[config.mk]
export PLATFORM = sky130hd
export DESIGN_NAME = qc_inverse_shifter
export DESIGN_NICKNAME = d
export VERILOG_FILES = /design/src/rtl/qc_ldpc_pkg.sv /design/src/rtl/qc_inverse_shift_stage.sv /design/src/rtl/qc_inverse_shifter.sv
export SDC_FILE = /design/constraint.sdc
export NUM_CORES = 2
export LEC_CHECK = 0
export ABC_AREA = 1
export BUFFER_PORTS_ARGS = -buffer_cell sky130_fd_sc_hd__buf_2
export CAP_MARGIN = 20
export CORE_AREA = 4 4 567 569
export CTS_CLUSTER_DIAMETER = 120
export CTS_CLUSTER_SIZE = 20
export DETAILED_ROUTE_END_ITERATION = 10
export DIE_AREA = 0 0 571 573
export MAX_ROUTING_LAYER = met4
export PLACE_DENSITY_LB_ADDON = 0.05
export SLEW_MARGIN = 40
export SYNTH_ARGS = -nofsm -noshare
export SYNTH_HDL_FRONTEND = slang
export SYNTH_HIERARCHICAL = 1
export SYNTH_SLANG_ARGS = --single-unit
[constraint.sdc]
create_clock -name CLK -period 8.6 [get_ports CLK]
set_clock_uncertainty 0.15 [all_clocks]
set_input_delay 1.29 -clock CLK [delete_from_list [all_inputs] [get_ports CLK]]
set_output_delay 1.29 -clock CLK [all_outputs]
set_load 0.03 [all_outputs]
[src/rtl/qc_ldpc_pkg.sv]
// rtl/qc_ldpc_pkg.sv - shared sizing constants and types for the QC-LDPC shifter datapath
package qc_ldpc_pkg;
  localparam int QC_MAXZ    = 81;
  localparam int QC_NS      = $clog2(QC_MAXZ);
  localparam int QC_SHIFT_W = $clog2(QC_MAXZ);
  localparam int QC_Z_W     = $clog2(QC_MAXZ + 1);

  typedef logic [QC_SHIFT_W-1:0] shift_t;
  typedef logic [QC_Z_W-1:0]     zsize_t;
endpackage

[src/rtl/qc_inverse_shift_stage.sv]
// rtl/qc_inverse_shift_stage.sv - one registered right-shift level of the inverse rotator
// Shifts the doubled vector right by 2**LEVEL when amount bit LEVEL is set; everything else rides along.
module qc_inverse_shift_stage
  import qc_ldpc_pkg::*;
#(
  parameter int MAXZ  = QC_MAXZ,
  parameter int LEVEL = 0
) (
  input  logic                  CLK,
  input  logic                  rst_n,
  input  logic                  i_en,
  input  logic                  i_valid,
  input  logic [2*MAXZ-1:0]     i_data,
  input  logic [QC_SHIFT_W-1:0] i_amt,
  input  logic [MAXZ-1:0]       i_mask,
  input  logic                  i_err,
  output logic                  o_valid,
  output logic [2*MAXZ-1:0]     o_data,
  output logic [QC_SHIFT_W-1:0] o_amt,
  output logic [MAXZ-1:0]       o_mask,
  output logic                  o_err
);

  logic                  r_valid;
  logic [2*MAXZ-1:0]     r_data;
  logic [QC_SHIFT_W-1:0] r_amt;
  logic [MAXZ-1:0]       r_mask;
  logic                  r_err;

  always_ff @(posedge CLK) begin
    if (!rst_n) begin
      r_valid <= 1'b0;
      r_data  <= '0;
      r_amt   <= '0;
      r_mask  <= '0;
      r_err   <= 1'b0;
    end else if (i_en) begin
      r_valid <= i_valid;
      r_data  <= i_amt[LEVEL] ? (i_data >> (2 ** LEVEL)) : i_data;
      r_amt   <= i_amt;
      r_mask  <= i_mask;
      r_err   <= i_err;
    end
  end

  assign o_valid = r_valid;
  assign o_data  = r_data;
  assign o_amt   = r_amt;
  assign o_mask  = r_mask;
  assign o_err   = r_err;

endmodule

[src/rtl/qc_inverse_shifter.sv]
// rtl/qc_inverse_shifter.sv - pipelined left-rotate of a z-bit sub-block within MAXZ bits
// Optional request checking is enabled by defining QC_INVERSE_SHIFTER_CHECK_EN.
module qc_inverse_shifter
  import qc_ldpc_pkg::*;
#(
  parameter int MAXZ = QC_MAXZ
) (
  input  logic                  CLK,
  input  logic                  rst_n,
  input  logic                  in_valid,
  output logic                  in_ready,
  input  logic [MAXZ-1:0]       in_data,
  input  logic [QC_SHIFT_W-1:0] in_shift,
  input  logic [QC_Z_W-1:0]     in_z,
  output logic                  out_valid,
  input  logic                  out_ready,
  output logic [MAXZ-1:0]       out_data,
  output logic                  out_err
);

  localparam int DW = 2 * MAXZ;

  logic                  w_adv;
  logic                  w_err;
  logic [MAXZ-1:0]       w_mask;
  logic [DW-1:0]         w_x;
  logic [DW-1:0]         w_d;
  logic [QC_SHIFT_W-1:0] w_amt;

  logic                  r_valid;
  logic [DW-1:0]         r_data;
  logic [QC_SHIFT_W-1:0] r_amt;
  logic [MAXZ-1:0]       r_mask;
  logic                  r_err;

  logic                  w_stg_valid [0:QC_NS];
  logic [DW-1:0]         w_stg_data  [0:QC_NS];
  logic [QC_SHIFT_W-1:0] w_stg_amt   [0:QC_NS];
  logic [MAXZ-1:0]       w_stg_mask  [0:QC_NS];
  logic                  w_stg_err   [0:QC_NS];

  // One enable for the whole pipe: it only stalls when the output is held.
  assign w_adv    = !out_valid || out_ready;
  assign in_ready = w_adv;

  // Rotate-left by s == rotate-right by z-s over the doubled vector x | x<<z.
  always_comb begin
    w_err = 1'b0;
`ifdef QC_INVERSE_SHIFTER_CHECK_EN
    w_err = (in_z == '0) || (int'(in_z) > MAXZ) || (zsize_t'(in_shift) >= in_z);
`endif
    w_mask = '0;
    for (int i = 0; i < MAXZ; i++) begin
      w_mask[i] = !w_err && (i < int'(in_z));
    end
    w_x   = {{MAXZ{1'b0}}, in_data & w_mask};
    w_d   = w_x | (w_x << in_z);
    w_amt = (in_shift == '0) ? '0 : shift_t'(in_z) - in_shift;
  end

  always_ff @(posedge CLK) begin
    if (!rst_n) begin
      r_valid <= 1'b0;
      r_data  <= '0;
      r_amt   <= '0;
      r_mask  <= '0;
      r_err   <= 1'b0;
    end else if (w_adv) begin
      r_valid <= in_valid;
      r_data  <= w_d;
      r_amt   <= w_amt;
      r_mask  <= w_mask;
      r_err   <= w_err;
    end
  end

  assign w_stg_valid[0] = r_valid;
  assign w_stg_data[0]  = r_data;
  assign w_stg_amt[0]   = r_amt;
  assign w_stg_mask[0]  = r_mask;
  assign w_stg_err[0]   = r_err;

  for (genvar k = 0; k < QC_NS; k++) begin : g_lvl
    qc_inverse_shift_stage #(
      .MAXZ  (MAXZ),
      .LEVEL (k)
    ) u_stage (
      .CLK     (CLK),
      .rst_n   (rst_n),
      .i_en    (w_adv),
      .i_valid (w_stg_valid[k]),
      .i_data  (w_stg_data[k]),
      .i_amt   (w_stg_amt[k]),
      .i_mask  (w_stg_mask[k]),
      .i_err   (w_stg_err[k]),
      .o_valid (w_stg_valid[k+1]),
      .o_data  (w_stg_data[k+1]),
      .o_amt   (w_stg_amt[k+1]),
      .o_mask  (w_stg_mask[k+1]),
      .o_err   (w_stg_err[k+1])
    );
  end

  assign out_valid = w_stg_valid[QC_NS];
  assign out_data  = w_stg_data[QC_NS][MAXZ-1:0] & w_stg_mask[QC_NS];

`ifdef QC_INVERSE_SHIFTER_CHECK_EN
  assign out_err = w_stg_err[QC_NS];
`else
  assign out_err = 1'b0;
`endif

endmodule
# Yosys cells after proc, flatten, opt, wreduce, memory -nomap -nowiden
# Index checks and enable logic that the tools add are counted.
# totals
reg_bits	1903
output_inout_bits	84
wordCells	128
# classes
add_sub_neg	1
magnitude_cmp	81
shifts	1
n_mux	8
n_bitwise	3
reduce_logical	3
# ops
cell	n
two-way mux 162 bit	5
less-than comparator 6 x 7 -> 1 bit (first input constant)	32
bitwise AND 81 bit	2
OR 81 x 162 -> 162 bit	1
<< shifter 81 x 7 -> 162 bit	1
two-way mux 145 bit	1
less-than comparator 7 bit (first input constant)	17
less-than comparator 5 x 7 -> 1 bit (first input constant)	16
two-way mux 81 bit	1
less-than comparator 4 x 7 -> 1 bit (first input constant)	8
less-than comparator 3 x 7 -> 1 bit (first input constant)	4
less-than comparator 1 x 7 -> 1 bit (first input constant)	2
less-than comparator 2 x 7 -> 1 bit (first input constant)	2
logical NOT 7 bit	1
two-way mux 7 bit	1
subtractor 7 bit	1
logical NOT 1 bit	1
logical OR 1 bit	1

# Depth between registers and ports, before layout
# depth
ltp_word	4
depth_mapped	18
ltp_nobuf	16

# Modules after synthesis
# Netlist, hierarchy kept.
# modules_own_cells
module	n_inst	cells_per_inst	area_per_inst_um2
qc_inverse_shifter	1	2930	17441.7
qc_inverse_shift_stage (g_lvl[4].u_stage)	1	1578	11319.6
qc_inverse_shift_stage (g_lvl[0].u_stage)	1	1629	11263.3
qc_inverse_shift_stage (g_lvl[1].u_stage)	1	1626	11229.5
qc_inverse_shift_stage (g_lvl[2].u_stage)	1	1619	11126.9
qc_inverse_shift_stage (g_lvl[3].u_stage)	1	1604	11095.6
qc_inverse_shift_stage (g_lvl[5].u_stage)	1	1526	10671.5
qc_inverse_shift_stage (g_lvl[6].u_stage)	1	1419	10395.0

# Least setup slack after synthesis
# No wires, ideal clock.
# synth_timing
path_type	input to output
startpoint	input out_ready
endpoint	output in_ready
arrival_time_ns	2.919
t_required_ns	7.160
slack_ns	4.241
stages	5
n_path_buf	3
path_cell_list	nor2_1 > inv_1 > clkbuf_1 > clkbuf_1 > buf_1
# synth_via
elab_chain_len	1
# synth_rtl
item	line	source
start, declared	qc_inverse_shifter.sv:16	input logic out_ready,
logical OR 1 bit	qc_inverse_shifter.sv:43	assign w_adv = !out_valid || out_ready;
end, declared	qc_inverse_shifter.sv:11	output logic in_ready,
# No other way between the ends.

# Final worst setup path
# layout_timing
startpoint	register g_lvl[6].u_stage.r_valid
endpoint	register g_lvl[4].u_stage.r_mask[23]
# layout_via
elab_chain_len	2
# layout_rtl
item	line	source
start, declared	qc_inverse_shift_stage.sv:24	logic r_valid;
start signal, assigned	qc_inverse_shift_stage.sv:38	r_valid <= i_valid;
logical NOT 1 bit	qc_inverse_shifter.sv:43	
logical OR 1 bit	qc_inverse_shifter.sv:43	
end signal, assigned	qc_inverse_shift_stage.sv:41	r_mask <= i_mask;
end, declared	qc_inverse_shift_stage.sv:27	logic [MAXZ-1:0] r_mask;
# No other way between the ends.
# A chain may end at the register's enable or synchronous reset.

==> reports/metrics.cfg <==
[finish]
fin_area_sq_mm = 0.09481
syn_to_final_growth_pct = 5.759
nNetsFinal = 12771
drive_gt1_share_pct = 4.302
mostFrequentLayoutCells = 3945 x nand3_1, 2749 x nand2_1, 1875 x dfxtp_1
mostFrequentLayoutCell = nand3_1

[floorplan]
row_count = 207
die_h_um = 573
die_area_sq_mm = 0.3272
die_w_um = 571
core-area_sq_mm = 0.3168
ios = 183
start_util_pct = 28.30

[timing]
slew_headroom_pct = 30.60
hold_viol = 0
worst_pin_slew_ns = 1.037
fin_crit_sh_pct = 56.47
slew_viol_final = 0
finalCriticalPeriod_ns = 4.856
fin_tns_setup_ns = 0
rsz0062_at_grt = no
setup_violations = 0
fmax_ghz = 0.2059

[worst_setup_path]
r2r-end = g_lvl[4].u_stage/o_mask[23]$_SDFFE_PN0P_
r2r_start = g_lvl[6].u_stage/o_valid$_SDFFE_PN0P_
crit_required_ns = 9.18
startpoint_type = flop
critical_path_arrival_ns = 5.43
crit_fanout = 104
r2r_slack_ns = 3.74
critical_path_class = reg -> reg
cp-startpoint = g_lvl[6].u_stage/o_valid$_SDFFE_PN0P_
cp-endpoint = g_lvl[4].u_stage/o_mask[23]$_SDFFE_PN0P_
reg2regPathDepth = 9
cp-end-kind = flop

[synth]
synth_nets = 13432
synth_cells = 13326
postSynthAreaPerCell_sq_um = 6.727
synth_area_sq_mm = 0.08965
yosysWarnings = 6

[route]
wl_met3_um = 22180
wirelength_met1_um = 226400
first_pass_iters = 8
wl_per_cell_um = 28.57
met2_length_um = 208600
wirelength_um = 482700
postRouteAntennaNets = 0
vias = 89290
viasPerCell = 5.286
drcViolationCount = 0
routed.top_layer = met4
drt-initial-drc-count = 8933

[clock_tree]
cts-hold-fix-buffers = 0
postCtsResizedCells = 0
clkSlewWorstSetupHoldPaths_ns = 0.09
clock_sinks = 1882
htreeDepth = 3
cts_root_buffer = clkbuf_16
cts_buffer_depth = 4
post_cts_buffers = 0
numCtsBuffers = 113
cts_tree = done
clk_latency_ns = 0.93

[placement]
placed_cell_area_sq_mm = 0.09136
place_hpwl_um = 346500
io_buffers = 181
place.gp.congestion = 1.011

[flow_run]
cap_violations = 0

[pwr]
powerDensity_mw_per_mm2 = 182.5
cellLeakagePower_nw = 45.05
ir_worst_vdd_uv = 168.6

[global_routing]
overflow = 0
antenna_found_initial = 44
grt_pass1_vias = 82045
grt_pass1_wl_um = 672000
grt_max_degree = 201
grtUsageTotal_pct = 29.26

[outcome]
status = complete, no violations

[worst_hold_path]
min_path_type = reg -> reg

-- sequential cells by signal, summed over array words and instances, names as in the netlist --
signal / cells
g_lvl.u_stage/o_valid: 7
r_valid: 1
r_mask: 81
r_amt: 7
g_lvl.u_stage/o_amt: 21
g_lvl.u_stage/o_data: 1036
g_lvl.u_stage/o_mask: 567
r_data: 162
-- worst min path at each step --
stage | from | end | slack [ns] | cells after the start
floorplan | g_lvl[4].u_stage/o_data[146]$_SDFFE_PN0P_ | g_lvl[4].u_stage/o_data[146]$_SDFFE_PN0P_ | 0.29 | 2
global route | g_lvl[4].u_stage/o_data[151]$_SDFFE_PN0P_ | g_lvl[4].u_stage/o_data[151]$_SDFFE_PN0P_ | 0.34 | 2
detailed placement | g_lvl[5].u_stage/o_data[134]$_SDFFE_PN0P_ | g_lvl[5].u_stage/o_data[134]$_SDFFE_PN0P_ | 0.31 | 2
CTS | g_lvl[5].u_stage/o_data[134]$_SDFFE_PN0P_ | g_lvl[5].u_stage/o_data[134]$_SDFFE_PN0P_ | 0.32 | 2
global placement | g_lvl[5].u_stage/o_data[134]$_SDFFE_PN0P_ | g_lvl[5].u_stage/o_data[134]$_SDFFE_PN0P_ | 0.30 | 2
finish | r_amt[6]$_SDFFE_PN0P_ | r_amt[6]$_SDFFE_PN0P_ | 0.32 | 2
-- per-layer routing --
metal,vias to the layer above,global-route usage (%)
met5,-,-
met1,44017,40.64
met3,495,2.922
met4,0,12.55
met2,2665,43.04
li1,42113,-
-- where the power goes --
part	leakage, nW	switching (mW)	internal [mW]	total, mW
Clock	1.58	3.40	2.55	5.95
Sequential	15.3	0.427	8.99	9.42
Combinational	28.2	1.43	0.495	1.93
Total	45.1	5.26	12.0	17.3
-- worst max-delay path, cell delays in order (launching register included) --
cell and delay (ns):
dfxtp_1 0.44, inv_1 0.66, nor2_4 0.01, buf_4 0.32, inv_8 0.46, buf_12 0.36, inv_8 0.26, buf_12 0.43
nor2_1 0.87, nor2_1 0.10
-- through the flow --
stage | utilization (%) | setup slack (ns) | hold slack, ns | cells | total power [mW]
after floorplan | - | 4.241 | 0.2936 | 13326 | 10.49
after global placement | 28.77 | 2.891 | 0.3037 | 16717 | 11.53
after detailed placement | 28.84 | 3.121 | 0.3071 | 16724 | 11.52
after CTS | 29.86 | 3.773 | 0.3214 | 16866 | 17.53
after global routing | 29.93 | 3.766 | 0.3419 | 16885 | 18.00
final | 29.93 | 3.744 | 0.3210 | 16893 | 17.30
-- final cells by class --
cell class	instances	area, sq um
clock inverters	15	275.3
repair buffers	330	2749
well taps	4180	5230
inverters	1179	4513
flip-flops and latches	1882	37700
clock buffers	127	2953
diodes	21	52.55
multi-input cells	9159	41340
fillers	35516	221900
Power figures use the tool's default switching activity.
